==> src/rtl/sid_pkg.sv <==
// Shared definitions for the SID bus interface: read-only register map and FSM states.
package sid_pkg;

    localparam logic [4:0] ADDR_POTX = 5'h19;
    localparam logic [4:0] ADDR_POTY = 5'h1A;
    localparam logic [4:0] ADDR_OSC3 = 5'h1B;
    localparam logic [4:0] ADDR_ENV3 = 5'h1C;

    typedef enum logic [2:0] {
        ST_IDLE,
        ST_SETTLE,
        ST_WRITE,
        ST_READ,
        ST_RELEASE
    } state_t;

    // 0x19 and above never reach the internal register file.
    function automatic logic is_ro_addr(input logic [4:0] addr);
        return addr >= ADDR_POTX;
    endfunction

endpackage

==> src/rtl/sync2.sv <==
// Two-flop synchronizer for a bundle of asynchronous inputs; 2 cycles latency, no backpressure.
module sync2 #(
    parameter int               WIDTH   = 1,
    parameter logic [WIDTH-1:0] RST_VAL = '0
) (
    input  logic             clk,
    input  logic             rst,
    input  logic [WIDTH-1:0] i_d,
    output logic [WIDTH-1:0] o_q
);

    logic [WIDTH-1:0] r_meta;
    logic [WIDTH-1:0] r_sync;

    always_ff @(posedge clk) begin
        if (rst) begin
            r_meta <= RST_VAL;
            r_sync <= RST_VAL;
        end else begin
            r_meta <= i_d;
            r_sync <= r_meta;
        end
    end

    assign o_q = r_sync;

endmodule

==> src/rtl/sid_bus_if.sv <==
// External SID bus to internal register strobe bridge with decaying bus latch.
// Write reaches oWE 2 + SETTLE_CYCLES + 1 cycles after CSn falls; the external bus cannot be stalled.
module sid_bus_if
    import sid_pkg::*;
#(
    parameter int SETTLE_CYCLES = 2,
    parameter int DECAY_TICKS   = 2000
) (
    input  logic       clk,
    input  logic       rst,
    input  logic       clkEn,
    input  logic       iCSn,
    input  logic       iRW,
    input  logic [4:0] iBusAddr,
    input  logic [7:0] iBusData,
    output logic [7:0] oBusData,
    output logic       oBusOE,
    input  logic [7:0] iPotX,
    input  logic [7:0] iPotY,
    input  logic [7:0] iOsc3,
    input  logic [7:0] iEnv3,
    output logic       oWE,
    output logic [4:0] oAddr,
    output logic [7:0] oData
);

    localparam int SCW = $clog2(SETTLE_CYCLES + 1);
    localparam int DCW = $clog2(DECAY_TICKS + 1);

    logic [14:0]    w_sync;
    logic           w_cs_n;
    logic           w_rw;
    logic [4:0]     w_addr;
    logic [7:0]     w_data;

    state_t         r_state;
    state_t         w_state_nxt;
    logic           w_capture;
    logic           w_settle_done;
    logic [SCW-1:0] r_settle_cnt;

    logic [4:0]     r_addr;
    logic [7:0]     r_data;
    logic [7:0]     r_bus_data;
    logic           r_oe;
    logic [7:0]     w_rd_mux;

    logic [7:0]     r_latch;
    logic [DCW-1:0] r_decay_cnt;
    logic           w_wr;

    // CSn idles high so reset must not look like the start of an access.
    sync2 #(
        .WIDTH   (15),
        .RST_VAL (15'h4000)
    ) u_sync (
        .clk (clk),
        .rst (rst),
        .i_d ({iCSn, iRW, iBusAddr, iBusData}),
        .o_q (w_sync)
    );

    assign w_cs_n = w_sync[14];
    assign w_rw   = w_sync[13];
    assign w_addr = w_sync[12:8];
    assign w_data = w_sync[7:0];

    assign w_settle_done = (r_settle_cnt >= SCW'(SETTLE_CYCLES));

    always_ff @(posedge clk) begin
        if (rst) begin
            r_state <= ST_IDLE;
        end else begin
            r_state <= w_state_nxt;
        end
    end

    always_comb begin
        w_state_nxt = r_state;
        w_capture   = 1'b0;
        case (r_state)
            ST_IDLE: begin
                if (!w_cs_n) w_state_nxt = ST_SETTLE;
            end
            ST_SETTLE: begin
                if (w_cs_n) begin
                    w_state_nxt = ST_IDLE;
                end else if (w_settle_done) begin
                    w_capture   = 1'b1;
                    w_state_nxt = w_rw ? ST_READ : ST_WRITE;
                end
            end
            ST_WRITE:   w_state_nxt = ST_RELEASE;
            ST_READ: begin
                if (w_cs_n) w_state_nxt = ST_IDLE;
            end
            ST_RELEASE: begin
                if (w_cs_n) w_state_nxt = ST_IDLE;
            end
            default:    w_state_nxt = ST_IDLE;
        endcase
    end

    always_ff @(posedge clk) begin
        if (rst) begin
            r_settle_cnt <= '0;
        end else if (r_state == ST_IDLE) begin
            r_settle_cnt <= w_cs_n ? SCW'(0) : SCW'(1);
        end else if (r_state == ST_SETTLE && !w_cs_n && !w_settle_done) begin
            r_settle_cnt <= r_settle_cnt + SCW'(1);
        end
    end

    always_comb begin
        w_rd_mux = r_latch;
        case (w_addr)
            ADDR_POTX: w_rd_mux = iPotX;
            ADDR_POTY: w_rd_mux = iPotY;
            ADDR_OSC3: w_rd_mux = iOsc3;
            ADDR_ENV3: w_rd_mux = iEnv3;
            default:   w_rd_mux = r_latch;
        endcase
    end

    // Read data is frozen at entry so later address wiggles cannot disturb the bus.
    always_ff @(posedge clk) begin
        if (rst) begin
            r_addr     <= '0;
            r_data     <= '0;
            r_bus_data <= '0;
            r_oe       <= 1'b0;
        end else if (w_capture) begin
            r_addr <= w_addr;
            r_data <= w_data;
            r_oe   <= w_rw;
            if (w_rw) r_bus_data <= w_rd_mux;
        end else if (r_state == ST_READ && w_cs_n) begin
            r_oe <= 1'b0;
        end
    end

    assign w_wr = (r_state == ST_WRITE);

    // A write in the same cycle as a tick takes priority over decay.
    always_ff @(posedge clk) begin
        if (rst) begin
            r_latch     <= '0;
            r_decay_cnt <= '0;
        end else if (w_wr) begin
            r_latch     <= r_data;
            r_decay_cnt <= '0;
        end else begin
            if (clkEn && r_decay_cnt != DCW'(DECAY_TICKS)) r_decay_cnt <= r_decay_cnt + DCW'(1);
            if (r_decay_cnt == DCW'(DECAY_TICKS)) r_latch <= '0;
        end
    end

    assign oWE      = w_wr && !is_ro_addr(r_addr);
    assign oAddr    = r_addr;
    assign oData    = r_data;
    assign oBusOE   = r_oe;
    assign oBusData = r_bus_data;

endmodule

==> config.mk <==
export PLATFORM = sky130hd
export DESIGN_NAME = sid_bus_if
export DESIGN_NICKNAME = d
export VERILOG_FILES = /design/src/rtl/sid_pkg.sv /design/src/rtl/sync2.sv /design/src/rtl/sid_bus_if.sv
export SDC_FILE = /design/constraint.sdc
export NUM_CORES = 1
export LEC_CHECK = 0
export CORE_MARGIN = 8
export CORE_UTILIZATION = 40
export CTS_BUF_LIST = sky130_fd_sc_hd__clkbuf_4
export CTS_CLUSTER_SIZE = 25
export DETAILED_ROUTE_END_ITERATION = 8
export DONT_BUFFER_PORTS = 1
export MAX_ROUTING_LAYER = met4
export SYNTH_ARGS = -nofsm -noshare
export SYNTH_HDL_FRONTEND = slang
export SYNTH_SLANG_ARGS = --single-unit
==> constraint.sdc <==
create_clock -name clk -period 2.4 [get_ports clk]
set_input_delay 0.36 -clock clk [delete_from_list [all_inputs] [get_ports clk]]
set_output_delay 0.36 -clock clk [all_outputs]
set_load 0.005 [all_outputs]
==> results.md <==
* Outcome: finished clean
* Reg-to-Reg Start: u_sync.o_q[10]
* Initial Utilization at around two fifths
* Die area at ~0.011 mm²
* Area of the core at approximately 0.0076 mm²
* Post-place setup slack at approximately 0.47 ns
* Clk_lat worst skew at approximately 0.41 ns
* Slew @ Worst Pin at a little under 0.8 ns
* CTS sink cnt at 76
* Async S/R FF share, synth at 0%
* Gr usage total at 12.1%
* H-tree depth at 3
* Setup crit start: r_state[1]
* Routed Antenna Nets at 0
* Post-CTS Setup Bufs at 0
* Main area contributors after synthesis: dfxtp_1 50%, nor2b_1 5.8%, mux2i_1 4.9%, nor2_1 4.2%, a22oi_1 3.7%
* ANT cells at 0
* Yosys top cell area share at about half
* DRC viols at 0
* Syn avg cell area at ~10 µm²
* Leading area contributor after synthesis: dfxtp_1
* Fin Setup TNS at 0 ns
* Final setup margin at around 0.44 ns
* Mapped cell area at ~0.0030 mm²
* Final Wtd Congestion at 0.799
* Worst Path Arrival at around 1.6 ns
* WL/cell at 15.1 µm
* Top_reg_cell synth: dfxtp_1
* Post-DP HPWL at 4460 µm
* Clock transition at the registers of the reported paths at roughly 0.12 ns
* Pins Over Slew Limit at 0
* Slowest stage cell, crit path: dfxtp_1
* Post-route cell area at roughly 0.0032 mm²
* Clock buffer depth at 2
* GRT Residual Overflow at 0
* Skew final at about 0.013 ns
* Final worst path period share at between 80% and 90%
* I/O pin cnt at between 70 and 80
* Post-Syn Instances at 300
* Initial antenna violation count at 0
* Dpl cells at 388
* CTS Hold Bufs at 1
* Commonest cells after routing, fill and taps aside: 76 x dfxtp_1, 34 x nor2_1, 28 x nor2b_1
* CTS tree: built
* Post-synthesis sequential area ratio at approximately 50%
* Placed Area at just over 0.003 mm²
* Worst hold path class: input pin to register
* Mapped Nets at ~350
* Row Count at 32
* Height of the die at 103 µm
* Iteration-0 DRC Markers at 95
* Post_cts resized at 0
* Commonest non-fill, non-tap cell in the layout: dfxtp_1
* Nets at about 350
* Port buffer count at 0
* # setup viols final at 0
* Buf/Inv on CP at 1
* Kind of cell adding the most delay to the critical path: flip-flops
* Critical Path RT at approximately 2 ns
* Synthesis-stage register bit count at 76
* Vias/cell at around 5
* Post-synth EDFFs at 0
* WL final at between 6000 and 7000 µm
* Vias in the first global route at 2087
* Largest net degree at the start of global routing at 54
* Pwr per Cell Area at about 640 mW/mm²
* Final hold vios at 0
* Number of buffers created by CTS at 9
* Layout cells sized above 1 at between 10% and 20%
* Worst path cell trace: nor3b_1 -> buf_4 -> and2_1
* Pre-Repair DR Iteration Count at 4
* Leakage at 1.15 nW
* Final non-filler cell total at between 400 and 500
* CP max stage delay at ~0.57 ns
* First-pass GRT wire length at between 9000 and 10000 µm
* Yosys cell types at 48
* Crit-path max FO at 11
* Yosys warning total at 0
* Die Wd at slightly above 100 µm
* Crit Path Category: register to output port
* Vias at between 2000 and 2500
* Tmin final at between 1.5 and 2 ns
* Area added between synthesis and finish at 6.00%
* Root Buffer: clkbuf_4
* Slew headroom at around half
* Max-Cap Viols at 0
* Fmax at 511 MHz
* Peak VDD IR at 0.000211 V
* RSZ-0062 raised after global routing: no
* Worst Setup End Kind: output port
* Hold Crit Start: iCSn
* CP Launch Type: register
* Fillers at between 700 and 800
* Hold Slack at 0.0453 ns
==> routing by layer <==
layer | vias up | wire length [µm] | GRT usage [%]
li1 | 1065 | - | -
met1 | 928 | 2670 | 12.9
met2 | 65 | 2630 | 18.9
met3 | 9 | 710 | 5.96
met4 | 0 | 87 | 4.67
met5 | - | 0 | -
==> power breakdown <==
group	internal, mW	total, mW	switching, mW
Clock	0.216	0.660	0.444
Sequential	1.29	1.31	0.0178
Combinational	0.0397	0.0836	0.0439
Total	1.54	2.05	0.505
==> final cells by class <==
cell class	instances	area (µm²)	area share, %
sequential	76	1520	47.2
multi-input combinational	200	1390	42.9
tap	102	128	3.96
clock buffer	9	67.6	2.09
clock inverter	7	51.3	1.59
timing repair buffer	5	50.0	1.55
inverter	6	22.5	0.698
==> final timing paths <==
kind                            slack, ns  depth (start not counted)           endpoint
worst max-delay path                 0.44                          3                oWE
worst min-delay path                 0.05                          1  u_sync.r_meta[14]
worst max register to register       0.48                          4        oBusData[6]
worst min register to register       0.42                          1     u_sync.o_q[14]
==> sequential cells by signal (all words and copies together), names as in the netlist <==
| register | count |
|---|---|
| oData | 8 |
| oBusData | 8 |
| u_sync.o_q | 15 |
| r_state | 3 |
| oAddr | 5 |
| r_settle_cnt | 2 |
| r_decay_cnt | 11 |
| r_latch | 8 |
| u_sync.r_meta | 15 |
| oBusOE | 1 |
==> metrics by stage <==
step / utilization [%] / power (mW)
finish: 42.6 / 2.05
detailed placement: 40.8 / 1.40
global route: 42.6 / 2.16
global placement: 40.8 / 1.40
CTS: 42.6 / 2.09
floorplan: - / 1.41
==> logic make-up (layout without fill, tap and decap cells) <==
group / after synthesis / in the layout / synth area share [%]
simple gates: 114 / 114 / 21.6
xor+xnor: 8 / 8 / 2.30
fa+ha+maj: 3 / 3 / 1.23
mux: 15 / 15 / 4.93
compound gates: 60 / 60 / 15.5
buf+inv: 24 / 27 / 4.48
flops: 76 / 76 / 50.0
==> cell usage after synthesis (4+ instances only) <==
cell type and instances:
o211ai_1 7, dfxtp_1 76, xor2_1 5, inv_1 6, clkbuf_1 6, nand2b_1 8
buf_6 5, nor2b_1 28, mux2i_1 15, a32o_1 8, nor2_1 34, buf_2 4
nand2_1 8, nor3_1 8, a21oi_1 8, o32ai_1 7, nand4_1 5, a22oi_1 15
Power figures use the tool's default switching activity.
